File: src/rtl/image_stream_pkg.sv
// Shared types and sizing for the image byte-stream protocol: header of
// height then width (MSB first), followed by R,G,B bytes per pixel.
package image_stream_pkg;

   localparam int DIM_W_DEFAULT = 16;
   localparam int HDR_BYTES     = 2 * DIM_W_DEFAULT / 8;

   typedef enum logic [1:0] {ST_IDLE, ST_HDR, ST_PIX} state_e;
   typedef enum logic [1:0] {PH_R, PH_G, PH_B}        phase_e;

   function automatic int hdr_bytes(input int dim_w);
      return 2 * dim_w / 8;
   endfunction

endpackage

File: src/rtl/frame_serialize_if.sv
// Frame request, pixel input and byte output handshakes of the serializer.
interface frame_serialize_if #(parameter int DIM_W = image_stream_pkg::DIM_W_DEFAULT);

   logic             start;
   logic [DIM_W-1:0] height;
   logic [DIM_W-1:0] width;
   logic [7:0]       pixel_r;
   logic [7:0]       pixel_g;
   logic [7:0]       pixel_b;
   logic             pixel_valid;
   logic             pixel_ready;
   logic [7:0]       data_out;
   logic             data_valid;
   logic             data_ready;
   logic             busy;
   logic             frame_done;

   modport master (
      output start, height, width, pixel_r, pixel_g, pixel_b, pixel_valid, data_ready,
      input  pixel_ready, data_out, data_valid, busy, frame_done
   );

   modport slave (
      input  start, height, width, pixel_r, pixel_g, pixel_b, pixel_valid, data_ready,
      output pixel_ready, data_out, data_valid, busy, frame_done
   );

endinterface

File: src/rtl/frame_serialize.sv
// Serializes a (height, width) header and an RGB pixel stream into bytes.
// Header and pixel bytes share one registered output byte.
module frame_serialize
   import image_stream_pkg::*;
#(
   parameter int DIM_W = DIM_W_DEFAULT
) (
   input  logic              clk,
   input  logic              reset,
   frame_serialize_if.slave  bus
);

   localparam int HB    = hdr_bytes(DIM_W);
   localparam int IDX_W = $clog2(HB);
   localparam int TW    = 2 * DIM_W;

   state_e           state_q, state_d;
   phase_e           phase_q, phase_d;
   logic [TW-1:0]    hdr_q, hdr_d;
   logic [TW-1:0]    total_q, total_d;
   logic [TW-1:0]    pix_cnt_q, pix_cnt_d;
   logic [TW-1:0]    pix_cnt_inc;
   logic [IDX_W-1:0] hdr_idx_q, hdr_idx_d;
   logic [7:0]       data_q, data_d;
   logic [7:0]       g_q, g_d;
   logic [7:0]       b_q, b_d;
   logic             dvalid_q, dvalid_d;
   logic             done_q, done_d;
   logic             byte_acc, pix_acc, last_pix, pix_rdy;

   always_comb begin
      pix_cnt_inc = pix_cnt_q + TW'(1);
      last_pix    = (pix_cnt_inc == total_q);
      byte_acc    = dvalid_q & bus.data_ready;
      // A new pixel may ride on the B acceptance so the stream has no bubble.
      pix_rdy     = (state_q == ST_PIX) &&
                    (!dvalid_q || (phase_q == PH_B && bus.data_ready && !last_pix));
      pix_acc     = bus.pixel_valid & pix_rdy;
   end

   always_comb begin
      state_d   = state_q;
      phase_d   = phase_q;
      hdr_d     = hdr_q;
      total_d   = total_q;
      pix_cnt_d = pix_cnt_q;
      hdr_idx_d = hdr_idx_q;
      data_d    = data_q;
      g_d       = g_q;
      b_d       = b_q;
      dvalid_d  = dvalid_q;
      done_d    = 1'b0;

      case (state_q)
         ST_IDLE: begin
            if (bus.start) begin
               hdr_d     = {bus.height, bus.width};
               total_d   = TW'(bus.height) * TW'(bus.width);
               data_d    = bus.height[DIM_W-1 -: 8];
               dvalid_d  = 1'b1;
               hdr_idx_d = '0;
               state_d   = ST_HDR;
            end
         end
         ST_HDR: begin
            if (byte_acc) begin
               if (hdr_idx_q == IDX_W'(HB - 1)) begin
                  dvalid_d = 1'b0;
                  if (total_q == '0) begin
                     done_d  = 1'b1;
                     state_d = ST_IDLE;
                  end else begin
                     pix_cnt_d = '0;
                     state_d   = ST_PIX;
                  end
               end else begin
                  // hdr_q is shifted left so the next byte always sits just below the top.
                  hdr_idx_d = hdr_idx_q + IDX_W'(1);
                  data_d    = hdr_q[TW-9 -: 8];
                  hdr_d     = hdr_q << 8;
               end
            end
         end
         ST_PIX: begin
            if (byte_acc) begin
               case (phase_q)
                  PH_R: begin
                     data_d  = g_q;
                     phase_d = PH_G;
                  end
                  PH_G: begin
                     data_d  = b_q;
                     phase_d = PH_B;
                  end
                  default: begin
                     pix_cnt_d = pix_cnt_inc;
                     dvalid_d  = 1'b0;
                     if (last_pix) begin
                        done_d  = 1'b1;
                        state_d = ST_IDLE;
                     end
                  end
               endcase
            end
            if (pix_acc) begin
               data_d   = bus.pixel_r;
               g_d      = bus.pixel_g;
               b_d      = bus.pixel_b;
               phase_d  = PH_R;
               dvalid_d = 1'b1;
            end
         end
         default: state_d = ST_IDLE;
      endcase
   end

   always_ff @(posedge clk or negedge reset) begin
      if (!reset) begin
         state_q   <= ST_IDLE;
         phase_q   <= PH_R;
         hdr_q     <= '0;
         total_q   <= '0;
         pix_cnt_q <= '0;
         hdr_idx_q <= '0;
         data_q    <= '0;
         g_q       <= '0;
         b_q       <= '0;
         dvalid_q  <= 1'b0;
         done_q    <= 1'b0;
      end else begin
         state_q   <= state_d;
         phase_q   <= phase_d;
         hdr_q     <= hdr_d;
         total_q   <= total_d;
         pix_cnt_q <= pix_cnt_d;
         hdr_idx_q <= hdr_idx_d;
         data_q    <= data_d;
         g_q       <= g_d;
         b_q       <= b_d;
         dvalid_q  <= dvalid_d;
         done_q    <= done_d;
      end
   end

   assign bus.pixel_ready = pix_rdy;
   assign bus.data_out    = data_q;
   assign bus.data_valid  = dvalid_q;
   assign bus.busy        = (state_q != ST_IDLE);
   assign bus.frame_done  = done_q;

endmodule

File: src/flat_wrapper.sv
// flat-port wrapper written by rule: the top's interface ports become plain ports
module frame_serialize_flat import image_stream_pkg::*;
#(
   parameter int DIM_W = DIM_W_DEFAULT
)
  (clk, reset, bus_start, bus_height, bus_width, bus_pixel_r, bus_pixel_g, bus_pixel_b, bus_pixel_valid, bus_data_ready, bus_pixel_ready, bus_data_out, bus_data_valid, bus_busy, bus_frame_done);
  frame_serialize_if #(.DIM_W(DIM_W)) bus_i ();
  input  logic clk;
  input  logic reset;
  input wire logic [$bits(bus_i.start)-1:0] bus_start;
  input wire logic [$bits(bus_i.height)-1:0] bus_height;
  input wire logic [$bits(bus_i.width)-1:0] bus_width;
  input wire logic [$bits(bus_i.pixel_r)-1:0] bus_pixel_r;
  input wire logic [$bits(bus_i.pixel_g)-1:0] bus_pixel_g;
  input wire logic [$bits(bus_i.pixel_b)-1:0] bus_pixel_b;
  input wire logic [$bits(bus_i.pixel_valid)-1:0] bus_pixel_valid;
  input wire logic [$bits(bus_i.data_ready)-1:0] bus_data_ready;
  output wire logic [$bits(bus_i.pixel_ready)-1:0] bus_pixel_ready;
  output wire logic [$bits(bus_i.data_out)-1:0] bus_data_out;
  output wire logic [$bits(bus_i.data_valid)-1:0] bus_data_valid;
  output wire logic [$bits(bus_i.busy)-1:0] bus_busy;
  output wire logic [$bits(bus_i.frame_done)-1:0] bus_frame_done;
  assign bus_i.start = bus_start;
  assign bus_i.height = bus_height;
  assign bus_i.width = bus_width;
  assign bus_i.pixel_r = bus_pixel_r;
  assign bus_i.pixel_g = bus_pixel_g;
  assign bus_i.pixel_b = bus_pixel_b;
  assign bus_i.pixel_valid = bus_pixel_valid;
  assign bus_i.data_ready = bus_data_ready;
  assign bus_pixel_ready = bus_i.pixel_ready;
  assign bus_data_out = bus_i.data_out;
  assign bus_data_valid = bus_i.data_valid;
  assign bus_busy = bus_i.busy;
  assign bus_frame_done = bus_i.frame_done;
  frame_serialize #(.DIM_W(DIM_W)) u_core (.clk(clk), .reset(reset), .bus(bus_i));
endmodule
File: config.mk
export PLATFORM = sky130hd
export DESIGN_NAME = frame_serialize_flat
export DESIGN_NICKNAME = d
export VERILOG_FILES = /design/src/rtl/image_stream_pkg.sv /design/src/rtl/frame_serialize_if.sv /design/src/rtl/frame_serialize.sv /design/src/flat_wrapper.sv
export SDC_FILE = /design/constraint.sdc
export NUM_CORES = 1
export LEC_CHECK = 0
export ABC_AREA = 0
export CAP_MARGIN = 20
export CELL_PAD_IN_SITES_DETAIL_PLACEMENT = 0
export CELL_PAD_IN_SITES_GLOBAL_PLACEMENT = 2
export CORE_AREA = 2 2 204 226
export DETAILED_ROUTE_END_ITERATION = 16
export DIE_AREA = 0 0 206 228
export PLACE_DENSITY = 0.71
export REMOVE_ABC_BUFFERS = 1
export SLEW_MARGIN = 0
export SYNTH_ARGS = -nofsm -noshare
export SYNTH_HDL_FRONTEND = slang
export SYNTH_SLANG_ARGS = --single-unit
export TNS_END_PERCENT = 5
File: constraint.sdc
create_clock -name clk -period 8.65 [get_ports clk]
set_clock_uncertainty 0.1 [all_clocks]
set_input_delay 1.73 -clock clk [delete_from_list [all_inputs] [get_ports clk]]
set_output_delay 1.73 -clock clk [all_outputs]
set_load 0.01 [all_outputs]
==> flow_summary.toml <==
[routing]
routed_wirelength_um = 44100
ant_nets = 0
wl_per_cell_um = 18.5
drc = 0
num_vias = 12000
first_pass_iters = 8
drtIter0Drc = 618
viasPerCell = 5.05

[global_route]
grt_max_degree = 67
antenna_found_initial = 0
grt_pass1_wl_um = 71500
overflow = 0
grt_pass1_vias = 12900
grt_usage = 0.196

[timing]
rsz0062_at_grt = "false"
hold_violations = 0
tightest_slew_ns = 0.981
tns_ns = 0
final-setup-viol-count = 0
slew_violations = 0
slew_headroom = 0.342
fin_crit_sh = 0.928
min_period_ns = 8.03
fmax_ghz = 0.125

[synth]
syn-cell-area_um2 = 15400
synth_seq_cells = 120
syn-instance-count = 1719
avgSynthCellArea_um2 = 8.97
synth-seq-area-share = 0.195
synth_ff_type = "dfrtp_1"
yosysWarnings = 0
async_flop_share = 1.00
yosysUniqueCellTypes = 71
synth-edff-count = 0

[worst_setup_path]
slowest_delay_ns = 0.74
path_cells = "clkdlybuf4s50_1, buf_4, nand2_1, fa_1, inv_1, fa_1, inv_1, fa_1, inv_1, fa_1, fa_1, inv_1, fa_1, inv_1, ha_1, nand4_1, o311a_1, nor3_1, o41ai_1, buf_4, a221oi_1, a21oi_1, xnor2_1, o21ai_0"
cp-start-kind = "primary input"
path_max_fanout = 10
required_ns = 8.84
arrival_ns = 8.22
slowest_stage = "clkdlybuf4s50_1"
critical_path_class = "primary input to flip-flop"
r2r_slack_ns = 4.16
cpMostUsedCell = "fa_1"
endpoint_kind = "flip-flop"

[pwr]
clock_power_share = 0.103
share_comb_of_total_power = 0.751
p_sw_frac = 0.489
finalPower_mw = 6.80
internal-power_mw = 3.47
p_leak_nw = 8.07
p_sw_mw = 3.33
power_density_nw_per_um2 = 387
ir_worst_vdd_uv = 382
sequentialPowerShare = 0.145

[layout]
final_util = 0.392
finalNetCount = 2153
layout-drive-gt1-share = 0.0906
n_fill_cell = 4625
area_growth_pct = 14.1
diodes = 0
finalNonFillerCells = 2387

[clock_tree]
cts_buffers = 17
clock_sinks = 120
cts_tree = "done"
clock-root-buffer = "clkbuf_16"
post-cts-setup-buffers = 0
post_cts_resized = 0
clock_tree.buffer_depth = 2
htreeDepth = 4
clk_latency_ns = 0.43
clk_pin_slew_ns = 0.05
ctsHoldBuffers = 0

[min_path]
worstHoldPathType = "flip-flop to flip-flop"

[placement]
port-buffer-count = 72
place.detailed.hpwl_um = 36000
dpl.cell_count = 2357
gp_congestion = 0.870

[run_status]
status = "finished, final reports clean"

[floorplanning]
core_area_um2 = 44900
start_util = 0.343
fp.dieArea_um2 = 47000
num_rows = 82
die_h_um = 228
die_w_um = 206
io_pins = 73

[job]
cap_violations = 0
==> layer usage <==
layer / vias up / track usage / routed length (um)
met5: - / 0 / 0
met4: 0 / 0.0623 / 1200
met3: 52 / 0.0279 / 1410
met2: 197 / 0.318 / 21000
met1: 6050 / 0.270 / 20500
li1: 5744 / - / -
==> cell families after synthesis <==
kind of cell / after synthesis / share of synthesized area
simple gates: 582 / 0.186
buf+inv: 329 / 0.0820
fa+ha+maj: 304 / 0.341
compound gates: 244 / 0.108
flops: 120 / 0.195
xor+xnor: 73 / 0.0415
mux: 67 / 0.0472
==> flip-flops by register name, summed over array words and instances, names as in the netlist, 8 cells and up <==
register,cells
u_core.hdr_q,24
u_core.bus.data_out,8
u_core.pix_cnt_q,32
u_core.b_q,8
u_core.g_q,8
u_core.total_q,32
==> final timing paths <==
kind / start / depth (start not counted) / end
setup / recovery: bus_height[7] / 24 / u_core.total_q[31]
hold / removal: u_core.hdr_q[11] / 2 / u_core.hdr_q[11]
setup reg to reg: u_core.pix_cnt_q[2] / 10 / u_core.bus.data_out[7]
hold reg to reg: u_core.hdr_q[11] / 2 / u_core.hdr_q[11]
max in group asynchronous: reset / 2 / u_core.hdr_q[20]
min in group asynchronous: reset / 1 / u_core.pix_cnt_q[9]
==> placed cells by master (no fill, tap or decap), types with 5 or more instances in the layout <==
cell type        Yosys  layout
nand2_1            262     261
inv_1              238     238
fa_1               194     194
and2_1             122     122
dfrtp_1            120     120
ha_1               110     109
o21ai_0             86      86
clkdlybuf4s50_1      0      71
buf_4                4      69
nor2_1              56      56
xnor2_1             44      44
mux2_2              42      42
a21oi_1             42      42
xor2_1              29      29
nor3_1              29      29
nand3_1             25      24
mux2i_1             24      24
nor4_1              21      21
nand4_1             20      20
a22o_1              17      17
clkbuf_16            0      17
a21o_1              14      14
a31oi_1             10      10
a41oi_1             10      10
and3_1               8       8
or3_1                7       7
a211oi_1             6       6
o31ai_1              6       6
o21bai_1             6       6
nand2b_1             5       5
nor2b_1              5       5
==> cells in the mapped netlist, drive strengths merged, types with 7 or more instances <==
cell	count	area share
a21oi	43	0.014
or3	7	0.0028
dfrtp	120	0.19
nand2	262	0.064
and3	8	0.0032
nand4	21	0.0095
inv	238	0.058
buf	19	0.0065
a41oi	10	0.0057
xnor2	44	0.025
a2111oi	8	0.0094
mux2	43	0.032
mux2i	24	0.016
o21ai	86	0.028
xor2	29	0.016
ha	110	0.089
fa	194	0.25
clkbuf	71	0.017
nor4	22	0.0093
and2	122	0.049
nand3	25	0.0081
nor2	56	0.014
a22o	17	0.0097
a31oi	10	0.0041
a21o	14	0.0068
nor3	30	0.010
==> worst max-delay path, delay by kind of cell <==
family | cells | cell delay (ns)
buffers and inverters | 8 | 1.43
and+or+nand+nor | 3 | 0.60
AOI/OAI and AO/OA | 5 | 0.95
adders and majority gates | 7 | 3.38
xor gates and xnor gates | 1 | 0.14
==> power by group through the flow <==
stage	clock network (mW)	logic [mW]	registers, mW
after global placement	0	5.18	0.985
final	0.702	5.11	0.989
after global routing	0.747	5.88	1.02
after floorplan	0	3.81	0.930
after CTS	0.721	5.21	0.986
after detailed placement	0	5.18	0.994
==> layout make-up <==
| type | count | area [um^2] | area share |
|---|---|---|---|
| multi-input combinational | 1270 | 11200 | 0.634 |
| sequential | 120 | 3000 | 0.171 |
| timing repair buffer | 140 | 1230 | 0.0698 |
| inverter | 239 | 897 | 0.0510 |
| tap | 588 | 736 | 0.0418 |
| clock buffer | 19 | 443 | 0.0252 |
| clock inverter | 11 | 126 | 0.00718 |
==> stage by stage <==
step	area [um^2]	hold WS, ns	worst slack, ns
final	17600	0.378	0.620
after global routing	17600	0.401	0.165
after CTS	17600	0.382	0.582
after detailed placement	17000	0.370	0.107
after global placement	17000	0.360	0.134
after floorplan	15100	0.350	1.36
Note: power is estimated with default switching activity, not from simulation.
==> RTL edit, RTL diff (same settings) <==
`DIM_W_DEFAULT`: 16 -> 8.
--- a/src/rtl/image_stream_pkg.sv
+++ b/src/rtl/image_stream_pkg.sv
@@ -2,7 +2,7 @@
 // height then width (MSB first), followed by R,G,B bytes per pixel.
 package image_stream_pkg;
 
-   localparam int DIM_W_DEFAULT = 16;
+   localparam int DIM_W_DEFAULT = 8;
    localparam int HDR_BYTES     = 2 * DIM_W_DEFAULT / 8;
 
    typedef enum logic [1:0] {ST_IDLE, ST_HDR, ST_PIX} state_e;
Ports: changed (resized bus_height and bus_width); port bits go from 73 to 57. The function was not compared with the original's and may differ.
==> RTL edit against the original RTL <==
Wire length shrank 63%; cell area is 57% lower; clock power is 47% lower; sequential cell count shrank 49; power shrank 71%; count of clock-buffer cells in the layout fell by 10; area after synthesis fell by 61%; non-clock buffer count down 81; via count shrank 62%; setup slack improved by 1700 ps; first-iteration DRC count is 64% lower; largest power group unchanged; highest routed layer unchanged.
==> RTL edit: results (changes against the original RTL) <==
The total half-perimeter wirelength after legalization and detailed placement is 13010 um (-64%), and the number of post-CTS setup repair buffers is 0 (unchanged). The peak supply drop was 0.09837 mV (-74%); the worst path arrival time was 6440 ps (-1780 ps). The logs give 1933 ps (+1826 ps) for the worst setup slack before clock tree synthesis and 56 (-21%) for the count of unique library cells instantiated by Yosys. The total via count in the routed design came out at 4632 (-62%). The number of stages on the worst hold path was 1 (-1). In the final layout, the registers with the most flip-flops are u_core.pix_cnt_q x16, u_core.total_q x16. For the share of synthesized area occupied by flip-flops and latches, the log shows 0.2924 (+0.09762). Global routing usage summed across all routing layers: 0.07257 (-0.1238).

Routability congestion estimate: 0.7986 (-8.2%). The total clock buffers created by CTS was 9 (-8); the ratio of cells with drive above 1 in the final layout was 0.08526 (-0.005346). The leakage power figure is 3.256 nW (-60%), and the detailed-routing iteration count for the pre-antenna-repair pass is 5 (-3).

Cell area reported after detailed placement: 7249 sq um (-57%). The tools report the first-pass GRT wire length as 26530 um (-63%). The count of buffers inserted at the top-level ports is 56 (-22%).

The via count of the first global-routing pass came out at 4722 (-63%). Flip-flop and latch area: 1777 sq um (-41%). The total stage count of the critical path works out to 17 (-29%). The logs give 811 (-62%) for the final layout net count and 16470 um (-63%) for the wire length reported by the detailed router. The maximum fanout along the worst path is 9 (-1). By count the netlist is led by 71 x dfrtp_1, 63 x inv_1, 62 x nand2_1, 53 x and2_1, 42 x ha_1.

By area the synthesized netlist is led by dfrtp_1 29%, fa_1 12%, ha_1 8.6%. For the count of mapped cells out of synthesis, the log shows 642 (-63%). The transition time of the tightest slew-check pin works out to 971.4 ps (-9.348 ps). The clock slew at the register clock pins of the worst setup and hold paths was 60 ps.

Clock latency at the later pin of the worst-skew pair: 340 ps (-90 ps). Count of fill cells added during filler insertion: 5081 (+9.9%). The highest cell delay on the worst timing path was 590 ps (-150 ps).

The flow ran to the end, and the final reports show no timing, DRC or antenna violations. The number of placed cells counting well taps was 1265 (-46%). The largest total area in the synthesized netlist belongs to dfrtp_1. The depth of the CTS H-tree was 3 (-1).

The pin count of the biggest net entering global routing is 72 (+7.5%). The run gives 222 (-64%) as the detailed router's first-iteration violation count.
[RTL edit: cells by family after synthesis]
group / synth area share
and+or+nand+nor: 0.1832
adders and majority gates: 0.2051
muxes: 0.07865
DFF: 0.2924
AOI/OAI and AO/OA: 0.1291
xor gates and xnor gates: 0.04900
buffers and inverters: 0.06259
[RTL edit: metal layers]
metal,track usage,vias up,part of all wire
met5,0,-,0
met4,0.02210,0,0.018
met3,0.01757,12,0.032
met2,0.1194,56,0.47
met1,0.09311,2284,0.48
li1,-,2280,-
[RTL edit: layout make-up]
class | instances | share of cell area
Clock buffer | 9 | 0.02989
Clock inverter | 6 | 0.008135
Sequential cell | 71 | 0.2358
Inverter | 63 | 0.03138
Tap cell | 588 | 0.09763
Timing Repair Buffer | 59 | 0.07704
Multi-Input combinational cell | 484 | 0.5202
[RTL edit: final timing paths]
| path | start | to | slack (ps) |
|---|---|---|---|
| worst max register to register | u_core.pix_cnt_q[0] | u_core.bus.data_out[1] | 4220 |
| worst max-delay path | bus_height[1] | u_core.total_q[13] | 2330 |
| min in group asynchronous | reset | u_core.pix_cnt_q[4] | 1450 |
| worst min-delay path | u_core.b_q[7] | u_core.b_q[7] | 410 |
| worst min register to register | u_core.b_q[7] | u_core.b_q[7] | 410 |
| max in group asynchronous | reset | u_core.g_q[7] | 6370 |
[RTL edit: power by group]
part	switching [mW]	internal, mW	total [mW]
clock	0.150	0.221	0.372
combinational	0.578	0.470	1.05
sequential	0.112	0.457	0.570
